==> src/rtl/demux_sched_pkg.sv <==
// Shared types for the 1x2 packet demux scheduler: FSM state encoding and channel ids.
package demux_sched_pkg;

    typedef enum logic [1:0] {
        IDLE  = 2'd0,
        LOCK0 = 2'd1,
        LOCK1 = 2'd2
    } state_t;

    localparam logic CH0 = 1'b0;
    localparam logic CH1 = 1'b1;

endpackage

==> src/rtl/demux1x2_stream_sched_if.sv <==
// Bundle of the input stream, routing mode and both output channels of the scheduler.
// Every channel uses valid/ready: a beat moves on a cycle where valid & ready are both high,
// the source holds data/last stable while valid is high and ready is low.
interface demux1x2_stream_sched_if #(
    parameter int DATA_W = 8
);
    logic              mode;
    logic              in_valid;
    logic              in_ready;
    logic [DATA_W-1:0] in_data;
    logic              in_dest;
    logic              in_last;
    logic              out0_valid;
    logic              out0_ready;
    logic [DATA_W-1:0] out0_data;
    logic              out0_last;
    logic              out1_valid;
    logic              out1_ready;
    logic [DATA_W-1:0] out1_data;
    logic              out1_last;

    // master: packet source plus both consumers; slave: the scheduler.
    modport master (
        output mode, in_valid, in_data, in_dest, in_last, out0_ready, out1_ready,
        input  in_ready, out0_valid, out0_data, out0_last, out1_valid, out1_data, out1_last
    );

    modport slave (
        input  mode, in_valid, in_data, in_dest, in_last, out0_ready, out1_ready,
        output in_ready, out0_valid, out0_data, out0_last, out1_valid, out1_data, out1_last
    );
endinterface

==> src/rtl/demux_sched_slot.sv <==
// One-entry output register: a load wins over a drain, so load+drain keeps valid with the new beat.
module demux_sched_slot #(
    parameter int DATA_W = 8
) (
    input  logic              clk,
    input  logic              rst,
    input  logic              load,
    input  logic [DATA_W-1:0] ld_data,
    input  logic              ld_last,
    input  logic              ready,
    output logic              valid,
    output logic [DATA_W-1:0] data,
    output logic              last
);

    always_ff @(posedge clk or posedge rst) begin
        if (rst) begin
            valid <= 1'b0;
            data  <= '0;
            last  <= 1'b0;
        end else if (load) begin
            valid <= 1'b1;
            data  <= ld_data;
            last  <= ld_last;
        end else if (valid && ready) begin
            valid <= 1'b0;
        end
    end

endmodule

==> src/rtl/demux1x2_stream_sched.sv <==
// Packet-aware 1x2 stream demux: locks each packet to one channel, routes by in_dest or round-robin.
// Optional per-channel delivered-beat counters are built when DEMUX_SCHED_CNT_EN is defined.
module demux1x2_stream_sched
    import demux_sched_pkg::*;
#(
    parameter int DATA_W = 8,
    parameter int CNT_W  = 8
) (
    input  logic                      clk,
    input  logic                      rst,
    demux1x2_stream_sched_if.slave    bus,
    output logic [CNT_W-1:0]          cnt0,
    output logic [CNT_W-1:0]          cnt1,
    output logic                      busy,
    output state_t                    dbg_state
);

    state_t state, state_nxt;
    logic   rr_ptr;
    logic   target;
    logic   accept;
    logic   load0, load1;
    logic   drain0, drain1;

    // FSM: state register
    always_ff @(posedge clk or posedge rst) begin
        if (rst) state <= IDLE;
        else     state <= state_nxt;
    end

    // FSM: next state
    always_comb begin
        state_nxt = state;
        if (accept) begin
            case (state)
                IDLE:    if (!bus.in_last) state_nxt = (target == CH1) ? LOCK1 : LOCK0;
                LOCK0,
                LOCK1:   if (bus.in_last) state_nxt = IDLE;
                default: state_nxt = IDLE;
            endcase
        end
    end

    // FSM: outputs. mode/in_dest only matter while IDLE, i.e. on a packet's first beat.
    always_comb begin
        target = CH0;
        busy   = 1'b0;
        case (state)
            IDLE:    target = bus.mode ? rr_ptr : bus.in_dest;
            LOCK0:   begin target = CH0; busy = 1'b1; end
            LOCK1:   begin target = CH1; busy = 1'b1; end
            default: target = CH0;
        endcase
    end

    assign dbg_state = state;

    // Ready only looks at the target slot, so a stalled other channel never blocks us.
    assign bus.in_ready = (target == CH1) ? (!bus.out1_valid || bus.out1_ready)
                                          : (!bus.out0_valid || bus.out0_ready);
    assign accept = bus.in_valid && bus.in_ready;
    assign load0  = accept && (target == CH0);
    assign load1  = accept && (target == CH1);
    assign drain0 = bus.out0_valid && bus.out0_ready;
    assign drain1 = bus.out1_valid && bus.out1_ready;

    always_ff @(posedge clk or posedge rst) begin
        if (rst)                                    rr_ptr <= CH0;
        else if (accept && bus.in_last && bus.mode) rr_ptr <= ~rr_ptr;
    end

    demux_sched_slot #(.DATA_W(DATA_W)) u_slot0 (
        .clk     (clk),
        .rst     (rst),
        .load    (load0),
        .ld_data (bus.in_data),
        .ld_last (bus.in_last),
        .ready   (bus.out0_ready),
        .valid   (bus.out0_valid),
        .data    (bus.out0_data),
        .last    (bus.out0_last)
    );

    demux_sched_slot #(.DATA_W(DATA_W)) u_slot1 (
        .clk     (clk),
        .rst     (rst),
        .load    (load1),
        .ld_data (bus.in_data),
        .ld_last (bus.in_last),
        .ready   (bus.out1_ready),
        .valid   (bus.out1_valid),
        .data    (bus.out1_data),
        .last    (bus.out1_last)
    );

`ifdef DEMUX_SCHED_CNT_EN
    logic [CNT_W-1:0] cnt0_q, cnt1_q;

    // Free-running wrap-around counters of completed output handshakes.
    always_ff @(posedge clk or posedge rst) begin
        if (rst) begin
            cnt0_q <= '0;
            cnt1_q <= '0;
        end else begin
            if (drain0) cnt0_q <= cnt0_q + 1'b1;
            if (drain1) cnt1_q <= cnt1_q + 1'b1;
        end
    end

    assign cnt0 = cnt0_q;
    assign cnt1 = cnt1_q;
`else
    logic unused_drain;
    assign unused_drain = drain0 ^ drain1;
    assign cnt0 = '0;
    assign cnt1 = '0;
`endif

endmodule

==> src/flat_wrapper.sv <==
// flat-port wrapper written by rule: the top's interface ports become plain ports
module demux1x2_stream_sched_flat import demux_sched_pkg::*;
#(
    parameter int DATA_W = 8,
    parameter int CNT_W  = 8
)
  (clk, rst, cnt0, cnt1, busy, dbg_state, bus_mode, bus_in_valid, bus_in_data, bus_in_dest, bus_in_last, bus_out0_ready, bus_out1_ready, bus_in_ready, bus_out0_valid, bus_out0_data, bus_out0_last, bus_out1_valid, bus_out1_data, bus_out1_last);
  demux1x2_stream_sched_if #(.DATA_W(DATA_W)) bus_i ();
  input  logic clk;
  input  logic rst;
  output logic [CNT_W-1:0] cnt0;
  output logic [CNT_W-1:0] cnt1;
  output logic busy;
  output state_t dbg_state;
  input wire logic [$bits(bus_i.mode)-1:0] bus_mode;
  input wire logic [$bits(bus_i.in_valid)-1:0] bus_in_valid;
  input wire logic [$bits(bus_i.in_data)-1:0] bus_in_data;
  input wire logic [$bits(bus_i.in_dest)-1:0] bus_in_dest;
  input wire logic [$bits(bus_i.in_last)-1:0] bus_in_last;
  input wire logic [$bits(bus_i.out0_ready)-1:0] bus_out0_ready;
  input wire logic [$bits(bus_i.out1_ready)-1:0] bus_out1_ready;
  output wire logic [$bits(bus_i.in_ready)-1:0] bus_in_ready;
  output wire logic [$bits(bus_i.out0_valid)-1:0] bus_out0_valid;
  output wire logic [$bits(bus_i.out0_data)-1:0] bus_out0_data;
  output wire logic [$bits(bus_i.out0_last)-1:0] bus_out0_last;
  output wire logic [$bits(bus_i.out1_valid)-1:0] bus_out1_valid;
  output wire logic [$bits(bus_i.out1_data)-1:0] bus_out1_data;
  output wire logic [$bits(bus_i.out1_last)-1:0] bus_out1_last;
  assign bus_i.mode = bus_mode;
  assign bus_i.in_valid = bus_in_valid;
  assign bus_i.in_data = bus_in_data;
  assign bus_i.in_dest = bus_in_dest;
  assign bus_i.in_last = bus_in_last;
  assign bus_i.out0_ready = bus_out0_ready;
  assign bus_i.out1_ready = bus_out1_ready;
  assign bus_in_ready = bus_i.in_ready;
  assign bus_out0_valid = bus_i.out0_valid;
  assign bus_out0_data = bus_i.out0_data;
  assign bus_out0_last = bus_i.out0_last;
  assign bus_out1_valid = bus_i.out1_valid;
  assign bus_out1_data = bus_i.out1_data;
  assign bus_out1_last = bus_i.out1_last;
  demux1x2_stream_sched #(.DATA_W(DATA_W), .CNT_W(CNT_W)) u_core (.clk(clk), .rst(rst), .bus(bus_i), .cnt0(cnt0), .cnt1(cnt1), .busy(busy), .dbg_state(dbg_state));
endmodule
==> config.mk <==
export PLATFORM = sky130hd
export DESIGN_NAME = demux1x2_stream_sched_flat
export DESIGN_NICKNAME = d
export VERILOG_FILES = /design/src/rtl/demux_sched_pkg.sv /design/src/rtl/demux1x2_stream_sched_if.sv /design/src/rtl/demux_sched_slot.sv /design/src/rtl/demux1x2_stream_sched.sv /design/src/flat_wrapper.sv
export SDC_FILE = /design/constraint.sdc
export NUM_CORES = 1
export LEC_CHECK = 0
export ABC_CLOCK_PERIOD_IN_PS = 1650
export BUFFER_PORTS_ARGS = -buffer_cell sky130_fd_sc_hd__buf_4
export CORE_ASPECT_RATIO = 1.25
export CORE_MARGIN = 8
export CORE_UTILIZATION = 40
export DETAILED_ROUTE_END_ITERATION = 8
export GPL_TIMING_DRIVEN = 0
export MAX_ROUTING_LAYER = met4
export PLACE_DENSITY = 0.73
export SLEW_MARGIN = 30
export SYNTH_ARGS = -nofsm -noshare
export SYNTH_HDL_FRONTEND = slang
export SYNTH_SLANG_ARGS = --single-unit
==> constraint.sdc <==
create_clock -name clk -period 1.65 [get_ports clk]
set_input_delay 0.0825 -clock clk [delete_from_list [all_inputs] [get_ports clk]]
set_output_delay 0.0825 -clock clk [all_outputs]
set_load 0.02 [all_outputs]
==> metrics list, run 1 <==
- In the routed design, unresolved DRC markers number 0.
- Area Growth Syn to Fin: 47.8%
- After the first detailed-routing iteration, the DRC count stood at 13.
- Number of global-route vias before repair: 971
- Internal reg-to-reg setup slack: -60 ps
- The design draws 3.32 mW.
- Starting utilization of the core area: 40.8%
- Number of clock sinks: 23
- After synthesis, the largest family of logic cells by area is multiplexers.
- The internal portion of the total power is 2.01 mW.
* Post-synth EDFFs: 0
- Netlist cell types: 25
- Net switching power: 1.30 mW
- Die Ht: 76.4 um
- Sequential power share: 30.7%
- Routed len/inst: 14.4 um
- Detailed-router iteration count before antenna repair: 3
- Combinational cells account for 61.5% of the total power.
* RSZ-0062 raised after global routing: true
- Synthesized-area fraction occupied by xor and xnor cells: 0.749%
* Worst Hold Class: primary input to flip-flop
- At the placement stage, the worst setup path has a slack of -119 ps.
- Fmax: 0.584 GHz
- Synth Area in Adders: 2.14%
- The number of antenna diodes in the final layout is 0.
- After global routing the overflow that remains totals 0.
* Total wirelength of the detailed-routed design: 2730 um
- Clock latency of the later-clocked register in the worst-skew pair: 300 ps
- In the routed layout, each cell is associated on average with a via count of 4.39.
- Port Buf Inserts: 39
- With fillers left out, the area of the finished cells amounts to 1730 um^2.
* Count of antenna-violating nets left after detailed routing: 0
- Mux share of post-synthesis cell area: 21.5%
* Power Density: 1920 nW/um^2
- Worst Setup Slack, final: -63.4 ps
- Smallest hold slack: 7.52 ps
* Worst Clk Skew: 3.14 ps
- Fraction of final layout cells sized beyond drive strength 1: 64.3%
- The clock network accounts for 7.7% of the total power.
* Final hold vios: 0
- Global routing used 11.3% of the available tracks across all layers.
- Summing the areas of all compound-gate instances in the mapped netlist gives 6.53% of the synthesized area.
- Maximum number of pins on one net before global-route repair: 24
* Count of final setup violators: 11
* Wire length of the first global-routing pass: 4550 um
- Average instance area after synthesis: 13.6 um^2
* Count of max-cap constraint violations: 0
- Counting along the longest clock path gives a buffer depth of 2.
- Register area share after synthesis: 49.3%
* Post-layout net count: 173
- CP Launch Point: u_core.rr_ptr$_DFFE_PP0P_
- The final count of pins violating max slew was 0.
- Antenna violations before repair: 0
* Vias post-DR: 834
- Failing checks: setup timing
- The worst setup path is captured at a flip-flop.
* Data arrival time of the critical path: 1920 ps
- CTS Root Cell: sky130_fd_sc_hd__clkbuf_4
- The initialized floorplan defines 22 standard-cell rows.
- IR analysis of the VDD net gives a maximum drop of 1160 uV.
* Leak Pwr: 0.870 nW
* Syn Std Cell Area: 1170 um^2
- After Yosys synthesis, and, or, nand and nor cells account for 6.53% of the synthesized area.
- In this run the number of H-tree levels came out at 1.
* Category of the critical setup timing path: flip-flop to flip-flop
* Data required time at the worst endpoint: 1850 ps
- The synthesized design contains 23 register bits.
* Worst reg2reg startpoint: u_core.rr_ptr$_DFFE_PP0P_
* Startpoint of the most critical hold path: bus_in_data[4]
- Width of the chip: 64.3 um
- Full die area: 4920 um^2
* Share of flip-flops with an asynchronous set or reset after synthesis: 100%
- Number of warning messages in the yosys log: 0
- TritonCTS built the clock tree.
- Adding up every negative setup slack in the final design gives -529 ps.
- TritonCTS created 3 clock buffers.
- Outcome: finished with violations
* Most used flip-flop cell after synthesis: sky130_fd_sc_hd__dfrtp_1
* Weighted congestion reported at the end of routability-driven placement: 0.813
- Along the worst path, the maximum fanout reaches 10.
- Counting every instance in the synthesized netlist gives 86.
- In this run the cell area measured after placement is 1580 um^2.
- Clock-pin slew was measured on the worst setup and hold paths at 120 ps.
* Period utilisation layout: 104%
* Nature of the critical path startpoint: flip-flop
- After legalization and detailed placement, the total HPWL measured 2100 um.
* Number of placed I/O pins: 56
- In this run the standard cell core region covers 2860 um^2.
- Net switching is 39.3% of the power.
* Fin crit period: 1710 ps
[power groups by stage]
stage / Sequential [mW] / Combinational (mW) / Clock [mW]
after floorplan: 1.35 / 0.862 / 0
after global placement: 1.02 / 1.82 / 0
after detailed placement: 1.03 / 1.85 / 0
after CTS: 1.02 / 1.96 / 0.267
after global routing: 1.05 / 2.16 / 0.280
final: 1.02 / 2.04 / 0.257
[state kept, by name, indices dropped and copies added, names as in the netlist]
| register | flops |
|---|---|
| u_core.u_slot0.data | 8 |
| u_core.u_slot1.data | 8 |
| u_core.dbg_state | 2 |
| u_core.rr_ptr | 1 |
| u_core.u_slot0.last | 1 |
| u_core.u_slot0.valid | 1 |
| u_core.u_slot1.last | 1 |
| u_core.u_slot1.valid | 1 |
[cells in the mapped netlist (all sizes together) (2+ instances only)]
cell type | number | area share (%)
ha | 2 | 2.1
a221o | 2 | 1.8
nand2 | 2 | 0.64
nand2b | 3 | 1.6
mux2 | 19 | 22
and3 | 4 | 2.7
buf | 17 | 12
dfrtp | 23 | 49
inv | 3 | 0.96
[path summary, 6_finish.rpt]
path                       cells past startpoint                                  to
min in group asynchronous                      3  u_core.u_slot1.data[2]$_DFFE_PP0P_
hold reg to reg                                1  u_core.u_slot1.data[2]$_DFFE_PP0P_
setup reg to reg                               5  u_core.u_slot0.data[5]$_DFFE_PP0P_
max in group asynchronous                      3     u_core.dbg_state[0]$_DFFE_PP0P_
hold / removal                                 2  u_core.u_slot0.data[4]$_DFFE_PP0P_
setup / recovery                               5  u_core.u_slot0.data[5]$_DFFE_PP0P_
[critical path: stages (launching register included)]
cell,delay [ps]
sky130_fd_sc_hd__dfrtp_1,410
sky130_fd_sc_hd__mux2_4,290
sky130_fd_sc_hd__a21oi_4,230
sky130_fd_sc_hd__and3_4,240
sky130_fd_sc_hd__buf_12,140
sky130_fd_sc_hd__mux2_4,300
[metrics by stage]
step | std cells | util (%)
final | 190 | 60.3
after global routing | 190 | 60.3
after CTS | 187 | 58.8
after detailed placement | 176 | 55.2
after global placement | 176 | 55.2
after floorplan | 101 | -
[final cells by class]
type                    count  area [um^2]
flip-flops and latches     23          578
well taps                  36         45.0
fillers                   232         1140
multi-input cells          58          543
repair buffers             49          383
inverters                   3         11.3
clock buffers               4         26.3
plain buffers              17          140
[metal layers]
| layer | up-vias | track usage, % | part of all wire, % |
|---|---|---|---|
| li1 | 400 | - | - |
| met1 | 397 | 13.5 | 43 |
| met2 | 35 | 18.0 | 51 |
| met3 | 2 | 2.65 | 5.5 |
| met4 | 0 | 3.72 | 0.37 |
| met5 | - | - | 0 |
[repair_timing]
action	4_1_cts	5_1_grt
endpoints found under the setup margin	19	15
hold endpoints to repair	25	0
buffers inserted	4	3
resized for setup	3	4
hold buffers	3	0
pin swaps	3	3
[cells by family after synthesis]
family,count (synthesis)
AO/OA/AOI/OAI,8
XOR/XNOR,1
adder cells (fa/ha/maj),2
buffers and inverters,20
flip-flops,23
multiplexers,19
other,1
AND/OR/NAND/NOR,12
[cells in the final DEF (no fill, tap or decap)]
cell and n:
sky130_fd_sc_hd__buf_4 60, sky130_fd_sc_hd__dfrtp_1 21, sky130_fd_sc_hd__conb_1 16, sky130_fd_sc_hd__mux2_4 10, sky130_fd_sc_hd__mux2_2 9, sky130_fd_sc_hd__nand2b_1 3
sky130_fd_sc_hd__inv_2 3, sky130_fd_sc_hd__clkbuf_4 3, sky130_fd_sc_hd__dlygate4sd3_1 3, sky130_fd_sc_hd__nand2_1 2, sky130_fd_sc_hd__and3_1 2, sky130_fd_sc_hd__buf_6 2
sky130_fd_sc_hd__dfrtp_2 2, sky130_fd_sc_hd__a21oi_4 1, sky130_fd_sc_hd__nand3_1 1, sky130_fd_sc_hd__and3_4 1, sky130_fd_sc_hd__buf_12 1, sky130_fd_sc_hd__nor2_4 1
sky130_fd_sc_hd__a211o_4 1, sky130_fd_sc_hd__and3_2 1, sky130_fd_sc_hd__o211ai_1 1, sky130_fd_sc_hd__xnor2_1 1, sky130_fd_sc_hd__o21a_1 1, sky130_fd_sc_hd__o21ai_0 1
sky130_fd_sc_hd__nor3b_1 1, sky130_fd_sc_hd__o2111ai_4 1, sky130_fd_sc_hd__a221o_1 1, sky130_fd_sc_hd__a221o_2 1, sky130_fd_sc_hd__ha_4 1, sky130_fd_sc_hd__ha_2 1
sky130_fd_sc_hd__clkbuf_1 1
(Power assumes the default switching activity.)
==> run 2: changes to the inputs <==
--- a/config.mk
+++ b/config.mk
@@ -5,7 +5,7 @@
 export SDC_FILE = /design/constraint.sdc
 export NUM_CORES = 1
 export LEC_CHECK = 0
-export ABC_CLOCK_PERIOD_IN_PS = 1650
+export ABC_CLOCK_PERIOD_IN_PS = 2000
 export BUFFER_PORTS_ARGS = -buffer_cell sky130_fd_sc_hd__buf_4
 export CORE_ASPECT_RATIO = 1.25
 export CORE_MARGIN = 8
@@ -13,7 +13,7 @@
 export DETAILED_ROUTE_END_ITERATION = 8
 export GPL_TIMING_DRIVEN = 0
 export MAX_ROUTING_LAYER = met4
-export PLACE_DENSITY = 0.73
+export PLACE_DENSITY = 0.71
 export SLEW_MARGIN = 30
 export SYNTH_ARGS = -nofsm -noshare
 export SYNTH_HDL_FRONTEND = slang
==> constraint.sdc (replaced) <==
create_clock -name clk -period 2 [get_ports clk]
set_input_delay 0.1 -clock clk [delete_from_list [all_inputs] [get_ports clk]]
set_output_delay 0.1 -clock clk [all_outputs]
set_load 0.02 [all_outputs]
==> run 2 against run 1 <==
Net effect:
- the run now ends clean
- register-to-register slack improved by 240 ps
- count of clock-buffer cells in the layout stayed put
- clock power is 22% lower
- final area fell by 7.1%
- first-iteration DRC count down 54%
- setup slack better by 240 ps
- non-clock buffer count down 9
- sequential cell count stayed put
- cell count decreased by 4.7%
- via count decreased by 5.0%
==> metrics list, run 2 (same netlist as run 1, synthesis figures left out) <==
* Fraction of final layout cells sized beyond drive strength 1: 57.9% (-6.4 points)
* Maximum single-stage delay on the critical path: 430 ps (+20 ps)
- The number of DRC markers in iteration 0 came to 6 (-7).
* CTS Root Cell: sky130_fd_sc_hd__clkbuf_4
- The maximum buffer depth of the clock tree is 2 (unchanged).
- Std-Cell Rows: 22 (unchanged)
- The net switching power came to 0.999 mW (-23%).
- Category of the critical setup timing path: flip-flop to flip-flop
* Starting utilization of the core area: 40.8% (unchanged)
- Switching Share: 39.6% (+0.36 points)
* Commonest non-fill, non-tap cell in the layout: sky130_fd_sc_hd__buf_4
- The power density over the cells was 1570 nW/um^2 (-18%).
* Sequential power share: 33.7% (+3.0 points)
- Data arrival time of the critical path: 2010 ps (+90 ps)
- The count of TritonRoute iterations in the first routing pass was 3 (unchanged).
- In this run the worst setup path begins at u_core.dbg_state[0]$_DFFE_PP0P_.
* Worst Hold Class: primary input to flip-flop
- The source-to-sink clock delay at the later pin of the worst-skew pair is 300 ps (about the same).
- The vias after detailed routing is 792 (-5.0%).
- The residual overflow from global routing was 0 (unchanged).
* Fraction of power consumed by the clock network: 8.0% (+0.3 points)
- Power Total: 2.52 mW (-24%)
- The largest voltage drop on the vdd net came to 926 uV (-20%).
* Weighted congestion reported at the end of routability-driven placement: 0.765 (-5.8%)
- DRC violations left: 0 (unchanged)
- The number of I/O pins came to 56 (unchanged).
- Width of the chip: 64.3 um (unchanged)
- Cell chain of the critical path: inv_1, ha_1, a21oi_4, and3_4, buf_12, mux2_4
* Fmax: 0.549 GHz (-6.0%)
- Leak Pwr: 0.822 nW (-5.5%)
* Crit. End Element: flip-flop
* Antenna violations before repair: 0 (unchanged)
- The post-route clock skew came to 5.64 ps (+2.50 ps).
- The via count of the first global-routing pass came to 908 (-6.5%).
- The global-route total usage across every layer is 10.7% (-0.61 points).
* TritonCTS buffer count: 3 (unchanged)
* Routed len/inst: 14.2 um (-1.6%)
* Nature of the critical path startpoint: flip-flop
- In this run the critical register-to-register path is captured at u_core.u_slot0.data[2]$_DFFE_PP0P_.
* Number of clock sinks: 23 (unchanged)
* Data required time at the worst endpoint: 2190 ps (+340 ps)
* Count of max-cap constraint violations: 0 (unchanged)
- The flow ran to the end, and the final reports show no timing, DRC or antenna violations.
- The clock transition at the register clock pins on the worst setup and hold paths after CTS is 120 ps (about the same).
* H-Tree Level Count: 1 (unchanged)
- In this run the critical register-to-register path is launched from u_core.dbg_state[0]$_DFFE_PP0P_.
- Full die area: 4920 um^2 (unchanged)
* Via density: 4.38 (-0.31%)
* Die Ht: 76.4 um (unchanged)
* Internal power contribution: 1.52 mW (-24%)
* Slew at the pin closest to its max-slew limit: 771 ps
* Count of buffering cells on the critical path with inverters included: 2 (+1)
* RSZ-0062 raised after global routing: false
* Relative contribution of combinational cells to total power: 58.3% (-3.2 points)
* Wire length of the first global-routing pass: 4130 um (-9.2%)
- The maximum fanout count along the critical path came to 10 (unchanged).
- The final critical-path required period came to 1820 ps (+109 ps).
* FF-to-FF path depth: 6 (+1)
* Sum of negative setup slack: 0 ps (+529 ps)
- Count of final setup violators: 0 (-11)
- Post-layout net count: 164 (-5.2%)
- Port Buf Inserts: 39 (unchanged)
- Internal reg-to-reg setup slack: 180 ps (+240 ps)
- Count of antenna-violating nets left after detailed routing: 0 (unchanged)
* Area Growth Syn to Fin: 37.3%
* Area of the core: 2860 um^2 (unchanged)
- The pin count of the biggest net entering global routing was 24 (unchanged).
- Kind of cell with the highest combined delay on the critical path: flip-flops
* Total count of max-transition violations in the final report: 0 (unchanged)
- Final hold vios: 0 (unchanged)
* Detailed placer's ending HPWL: 2130 um (+1.5%)
- The worst hold path begins at bus_in_data[7].
- Worst hold path endpoint: u_core.u_slot0.data[7]$_DFFE_PP0P_
- The total stage count of the critical path came to 6 (+1).
* Total wirelength of the detailed-routed design: 2560 um (-6.3%)
- The number of diodes added for antenna fixing came to 0 (unchanged).
- TritonCTS clock tree: built
- Top library cells by usage in the layout, fill and taps aside: sky130_fd_sc_hd__buf_4, sky130_fd_sc_hd__dfrtp_1, sky130_fd_sc_hd__conb_1
* Slowest stage cell, crit path: sky130_fd_sc_hd__dfrtp_1
* Count of cells along the worst hold path: 2 (unchanged)
- Measured against its own limit, the worst slew margin works out to 48.3%.
* Period utilisation layout: 91.1% (-13 points)
- Number of filler cells placed in the layout: 274 (+18%)
==> run 2: worst reg2reg max path, cell delays in order (launching register included) <==
cell and delay (ps):
sky130_fd_sc_hd__dfrtp_1 430, sky130_fd_sc_hd__inv_1 80, sky130_fd_sc_hd__ha_1 280, sky130_fd_sc_hd__a21oi_4 250, sky130_fd_sc_hd__and3_4 230, sky130_fd_sc_hd__buf_12 140
sky130_fd_sc_hd__mux2_4 300
==> run 2: cell type report <==
cell class	instances	area [um^2]	share of cell area, %
Clock buffer	4	26.3	1.64
Multi-Input combinational cell	58	503	31.4
Buffer	17	140	8.74
Tap cell	36	45.0	2.81
Timing Repair Buffer	40	303	18.9
Inverter	3	11.3	0.702
Sequential cell	23	576	35.9
==> run 2: how the worst max path moves through the flow <==
| stage | endpoint | slack, ps |
|---|---|---|
| 2_1_floorplan | u_core.u_slot0.data[0]$_DFFE_PP0P_ | 240 |
| 3_3_place_gp | u_core.u_slot1.data[0]$_DFFE_PP0P_ | 190 |
| 3_5_place_dp | u_core.u_slot1.data[5]$_DFFE_PP0P_ | 110 |
| 4_1_cts | u_core.u_slot1.data[4]$_DFFE_PP0P_ | 90 |
| 5_1_grt | u_core.u_slot0.data[2]$_DFFE_PP0P_ | 60 |
| 6_report | u_core.u_slot0.data[2]$_DFFE_PP0P_ | 180 |
==> run 2: metal layers <==
layer | routed length, um | share of wire [%] | up-vias | track usage, %
met5 | 0 | 0 | - | -
li1 | - | - | 382 | -
met2 | 1380 | 54 | 29 | 17.5
met3 | 141 | 5.5 | 2 | 3.38
met4 | 9 | 0.35 | 0 | 4.81
met1 | 1030 | 40 | 379 | 11.3
==> run 2: timing repair <==
item                                    in CTS  in global routing
endpoints found under the setup margin       0                  9
resized for setup                            0                  1
hold buffers                                 1                  0
buffers inserted                             0                  0
hold endpoints to repair                    23                  0
==> run 2: per-stage QoR <==
stage	hold slack (ps)	setup WS, ps	cells	utilization [%]	area [um^2]
floorplan	102	242	101	-	1220
global placement	320	193	176	54.6	1560
detailed placement	321	114	176	54.6	1560
CTS	22.8	91.4	181	55.9	1600
global route	6.56	64.2	181	56.0	1600
finish	32.4	177	181	56.0	1600
==> run 2: power by group through the flow <==
stage / registers [mW] / clock network [mW] / logic (mW)
floorplan: 1.11 / 0 / 0.671
global placement: 0.835 / 0 / 1.46
detailed placement: 0.855 / 0 / 1.49
CTS: 0.853 / 0.213 / 1.49
global route: 0.877 / 0.230 / 1.57
finish: 0.850 / 0.201 / 1.47
==> run 3: changes to the inputs <==
--- a/config.mk
+++ b/config.mk
@@ -9,12 +9,13 @@
 export BUFFER_PORTS_ARGS = -buffer_cell sky130_fd_sc_hd__buf_4
 export CORE_ASPECT_RATIO = 1.25
 export CORE_MARGIN = 8
-export CORE_UTILIZATION = 40
+export CORE_UTILIZATION = 39
 export DETAILED_ROUTE_END_ITERATION = 8
 export GPL_TIMING_DRIVEN = 0
 export MAX_ROUTING_LAYER = met4
-export PLACE_DENSITY = 0.71
+export PLACE_DENSITY = 0.69
 export SLEW_MARGIN = 30
 export SYNTH_ARGS = -nofsm -noshare
 export SYNTH_HDL_FRONTEND = slang
+export SYNTH_HIERARCHICAL = 1
 export SYNTH_SLANG_ARGS = --single-unit
==> run 3 against run 2 <==
Net effect:
- global-route usage rose by 0.40 points
- count of clock-buffer cells in the layout fell by 1
- sequential share of layout area fell by 1.0 points
- clock power barely moved
- sequential power rose by 1%
- setup slack improved by 84 ps
- cell count rose by 5.0%
- critical path type is now flip-flop to output pin
- worst hold slack improved by 0.62 ps
- largest cell class unchanged
- non-clock buffer count rose by 1
- die area rose by 5.4%
- highest routed layer unchanged
==> metrics list, run 3 <==
- The number of cells on the worst reg-to-reg path was 6 (unchanged).
* H-Tree Level Count: 1 (unchanged)
- Power Total: 2.62 mW (+3.8%)
- The leakage power of the design came to 0.903 nW (+9.8%).
* Final instance count without filler cells: 190 (+5.0%)
- The vias after detailed routing came to 824 (+4.0%).
- TritonCTS built the clock tree.
* Via density: 4.34 (-0.89%)
- Max rail drop VDD: 786 uV (-15%)
* Number of clock sinks: 23 (unchanged)
- The number of gates resized after cts was 0 (unchanged).
- The count of yosys warnings during synthesis was 6 (+6).
- The half-perimeter wire length of the detailed placement result came to 2240 um (+5.2%).
- The highest clock frequency the design can meet is 0.575 GHz (+4.8%).
* Cell Area, Placed: 1610 um^2 (+3.3%)
- The area of the mapped netlist was 1220 um^2 (+4.4%).
- Of all cell types, the one taking the most synthesized area is sky130_fd_sc_hd__dfrtp_1.
- The final worst-path cycle share was 87.0% (-4.2 points).
* Antenna diode count: 0 (unchanged)
* Post-synth EDFFs: 0 (unchanged)
* Data required time at the worst endpoint: 1900 ps (-290 ps)
- The commonest cells after synthesis are sky130_fd_sc_hd__dfrtp_1, sky130_fd_sc_hd__mux2_4, sky130_fd_sc_hd__buf_4.
- The mean instance size in the synthesized netlist came to 12.8 um^2 (-5.5%).
- TritonCTS buffer count: 3 (unchanged)
* CTS Root Cell: sky130_fd_sc_hd__clkbuf_4
* Clock-pin slew of the registers on the worst-case setup and hold paths: 120 ps (about the same)
- Area Growth Syn to Fin: 35.4%
- The area of the core was 2970 um^2 (+3.8%).
* Number of storage elements in the synthesis netlist: 23 (unchanged)
- Area fraction of the dominant cell type after synthesis: 47.2% (-2.1 points)
- GRT overflow: 0 (unchanged)
* Power Density: 1580 nW/um^2 (+0.83%)
* Count leader, synth: sky130_fd_sc_hd__dfrtp_1
- The overall die area came to 5180 um^2 (+5.4%).
* Clock latency of the later-clocked register in the worst-skew pair: 290 ps (about the same)
- DR iter-0 viols: 21 (+15)
* DP Cell Count: 185 (+5.1%)
* RSZ-0062 raised after global routing: false
- Number of filler cells placed in the layout: 272 (-0.73%)
* Total wirelength of the detailed-routed design: 2780 um (+8.7%)
- The max-cap check violation count was 0 (unchanged).
* Outcome: finished clean
- The share of cells above drive strength 1 was 53.9% (-4.0 points).
- Count of final setup violators: 0 (unchanged)
- The path class of the tightest hold or removal check is primary input to flip-flop.
- Number of placed I/O pins: 56 (unchanged)
- The area of all placed cells without fillers was 1650 um^2 (+3.0%).
- The wire length of the first global-routing pass is 4520 um (+9.3%).
- Data arrival time of the critical path: 1640 ps (-370 ps)
- The count of TritonRoute iterations in the first routing pass was 4 (+1).
- In the layout the commonest cells are sky130_fd_sc_hd__buf_4, sky130_fd_sc_hd__dfrtp_1, sky130_fd_sc_hd__mux2_4.
* Port Buf Inserts: 39 (unchanged)
* Critical path fanouts, max: 4 (-6)
* Register area share after synthesis: 47.2% (-2.1 points)
- Routed len/inst: 14.7 um (+3.5%)
- The remaining design rule violation count was 0 (unchanged).
* Ranking of synthesized cells by area: sky130_fd_sc_hd__dfrtp_1, sky130_fd_sc_hd__mux2_4, sky130_fd_sc_hd__buf_4, sky130_fd_sc_hd__mux2i_1, sky130_fd_sc_hd__inv_1
* Count of antenna-violating nets left after detailed routing: 0 (unchanged)
- The worst setup path is of the flip-flop to output pin kind.
* Count of cells along the worst hold path: 2 (unchanged)
- The final total negative setup slack is 0 ps (unchanged).
* Worst Clk Skew: 2.05 ps (-3.59 ps)
* Commonest non-fill, non-tap cell in the layout: sky130_fd_sc_hd__buf_4
- STA classifies the critical path startpoint as a flip-flop.
* Starting utilization of the core area: 41.0% (+0.21 points)
* Deepest clock path buffer count: 2 (unchanged)
* Die Ht: 78.5 um (+2.7%)
- The routability congestion estimate is 0.720 (-6.0%).
* Final hold vios: 0 (unchanged)
* Number of global-route vias before repair: 873 (-3.9%)
- Gate count after technology mapping: 95 (+10%)
- The x dimension of the die is 66.0 um (+2.6%).
- The final cell utilization of the core was 55.6% (-0.48 points).
- For this run, the leading register cell type out of synthesis is sky130_fd_sc_hd__dfrtp_1.
* Post-layout net count: 173 (+5.5%)
- The number of antenna violations at the first check in global routing is 0 (unchanged).
* Fin crit period: 1740 ps (-83.7 ps)
- The count of cell types in the netlist came to 19 (-24%).
* Std-Cell Rows: 22 (unchanged)
- Share of flip-flops with an asynchronous set or reset after synthesis: 100% (unchanged)
- Total GRT Usage: 11.1% (+0.40 points)
- Total count of max-transition violations in the final report: 0 (unchanged)
* Maximum number of pins on one net before global-route repair: 14 (-42%)
- Crit. End Element: output pin
run 3: cell types whose count changed in the layout (fill, tap and decap cells not counted), sizes merged, moves of 2 or more:
cell	delta
a21oi	+2
nand4	+2
a221o	-2
inv	+5
nor2	+4
mux2i	+3
o22ai	+2
and3	-4
a21o	+3
run 3: worst max-delay path, stage by stage, from the launching register on:
cell and delay [ps]:
sky130_fd_sc_hd__dfrtp_1 420, sky130_fd_sc_hd__inv_1 90, sky130_fd_sc_hd__ha_1 220, sky130_fd_sc_hd__a21oi_1 290, sky130_fd_sc_hd__nor2_1 90, sky130_fd_sc_hd__nor2_1 100
sky130_fd_sc_hd__buf_4 150
run 3: area by class of cell:
cell class | instances | area, um^2 | area share [%]
clock buffers | 3 | 22.5 | 1.36
multi-input cells | 62 | 532 | 32.2
repair buffers | 40 | 303 | 18.3
plain buffers | 18 | 143 | 8.64
well taps | 36 | 45.0 | 2.73
clock inverters | 1 | 5.00 | 0.303
flip-flops and latches | 23 | 576 | 34.8
inverters | 7 | 26.3 | 1.59
run 3: cell families after synthesis:
logic type,after synthesis,share of synthesized area [%]
AO/OA/AOI/OAI,8,4.31
XOR/XNOR,1,0.718
adder cells (fa/ha/maj),2,2.05
buffers and inverters,25,13.8
flip-flops,23,47.2
multiplexers,23,26.8
other,1,0.307
AND/OR/NAND/NOR,12,4.82
run 3: per-stage QoR:
step	setup WS (ps)	hold WS, ps
3_3_place_gp	338	-3.01
4_1_cts	256	22.4
3_5_place_dp	294	3.80
2_1_floorplan	297	-146
6_report	261	33.0
5_1_grt	119	1.98
run 3: report_power, final:
group | total [mW] | switching (mW) | leakage, nW | internal [mW]
logic | 1.55 | 0.747 | 0.611 | 0.805
registers | 0.861 | 0.160 | 0.274 | 0.701
clock network | 0.204 | 0.129 | 0.0177 | 0.0743
total | 2.62 | 1.04 | 0.903 | 1.58
run 3: layer usage:
metal | wire length, um | global-route usage (%) | up-vias
met5 | 0 | - | -
met4 | 27 | 3.21 | 0
met3 | 122 | 1.42 | 2
met2 | 1580 | 19.4 | 23
met1 | 1060 | 12.8 | 397
li1 | - | - | 402
run 3: final timing paths:
path | from | to | slack [ps]
min in group asynchronous | rst | u_core/dbg_state[0]$_DFFE_PP0P_ | 240
max in group asynchronous | rst | u_core/u_slot1/data[2]$_DFFE_PP0P_ | 1370
worst max-delay path | u_core/dbg_state[1]$_DFFE_PP0P_ | bus_in_ready | 260
worst min-delay path | bus_in_data[4] | u_core/u_slot1/data[4]$_DFFE_PP0P_ | 30
worst max register to register | u_core/dbg_state[1]$_DFFE_PP0P_ | u_core/u_slot0/data[0]$_DFFE_PP0P_ | 280
worst min register to register | u_core/rr_ptr$_DFFE_PP0P_ | u_core/rr_ptr$_DFFE_PP0P_ | 490
run 3: what timing repair did:
action | CTS | global route
setup endpoints to repair | 0 | 0
hold endpoints to repair | 23 | 0
buffers inserted | 0 | 0
hold buffers | 1 | 0
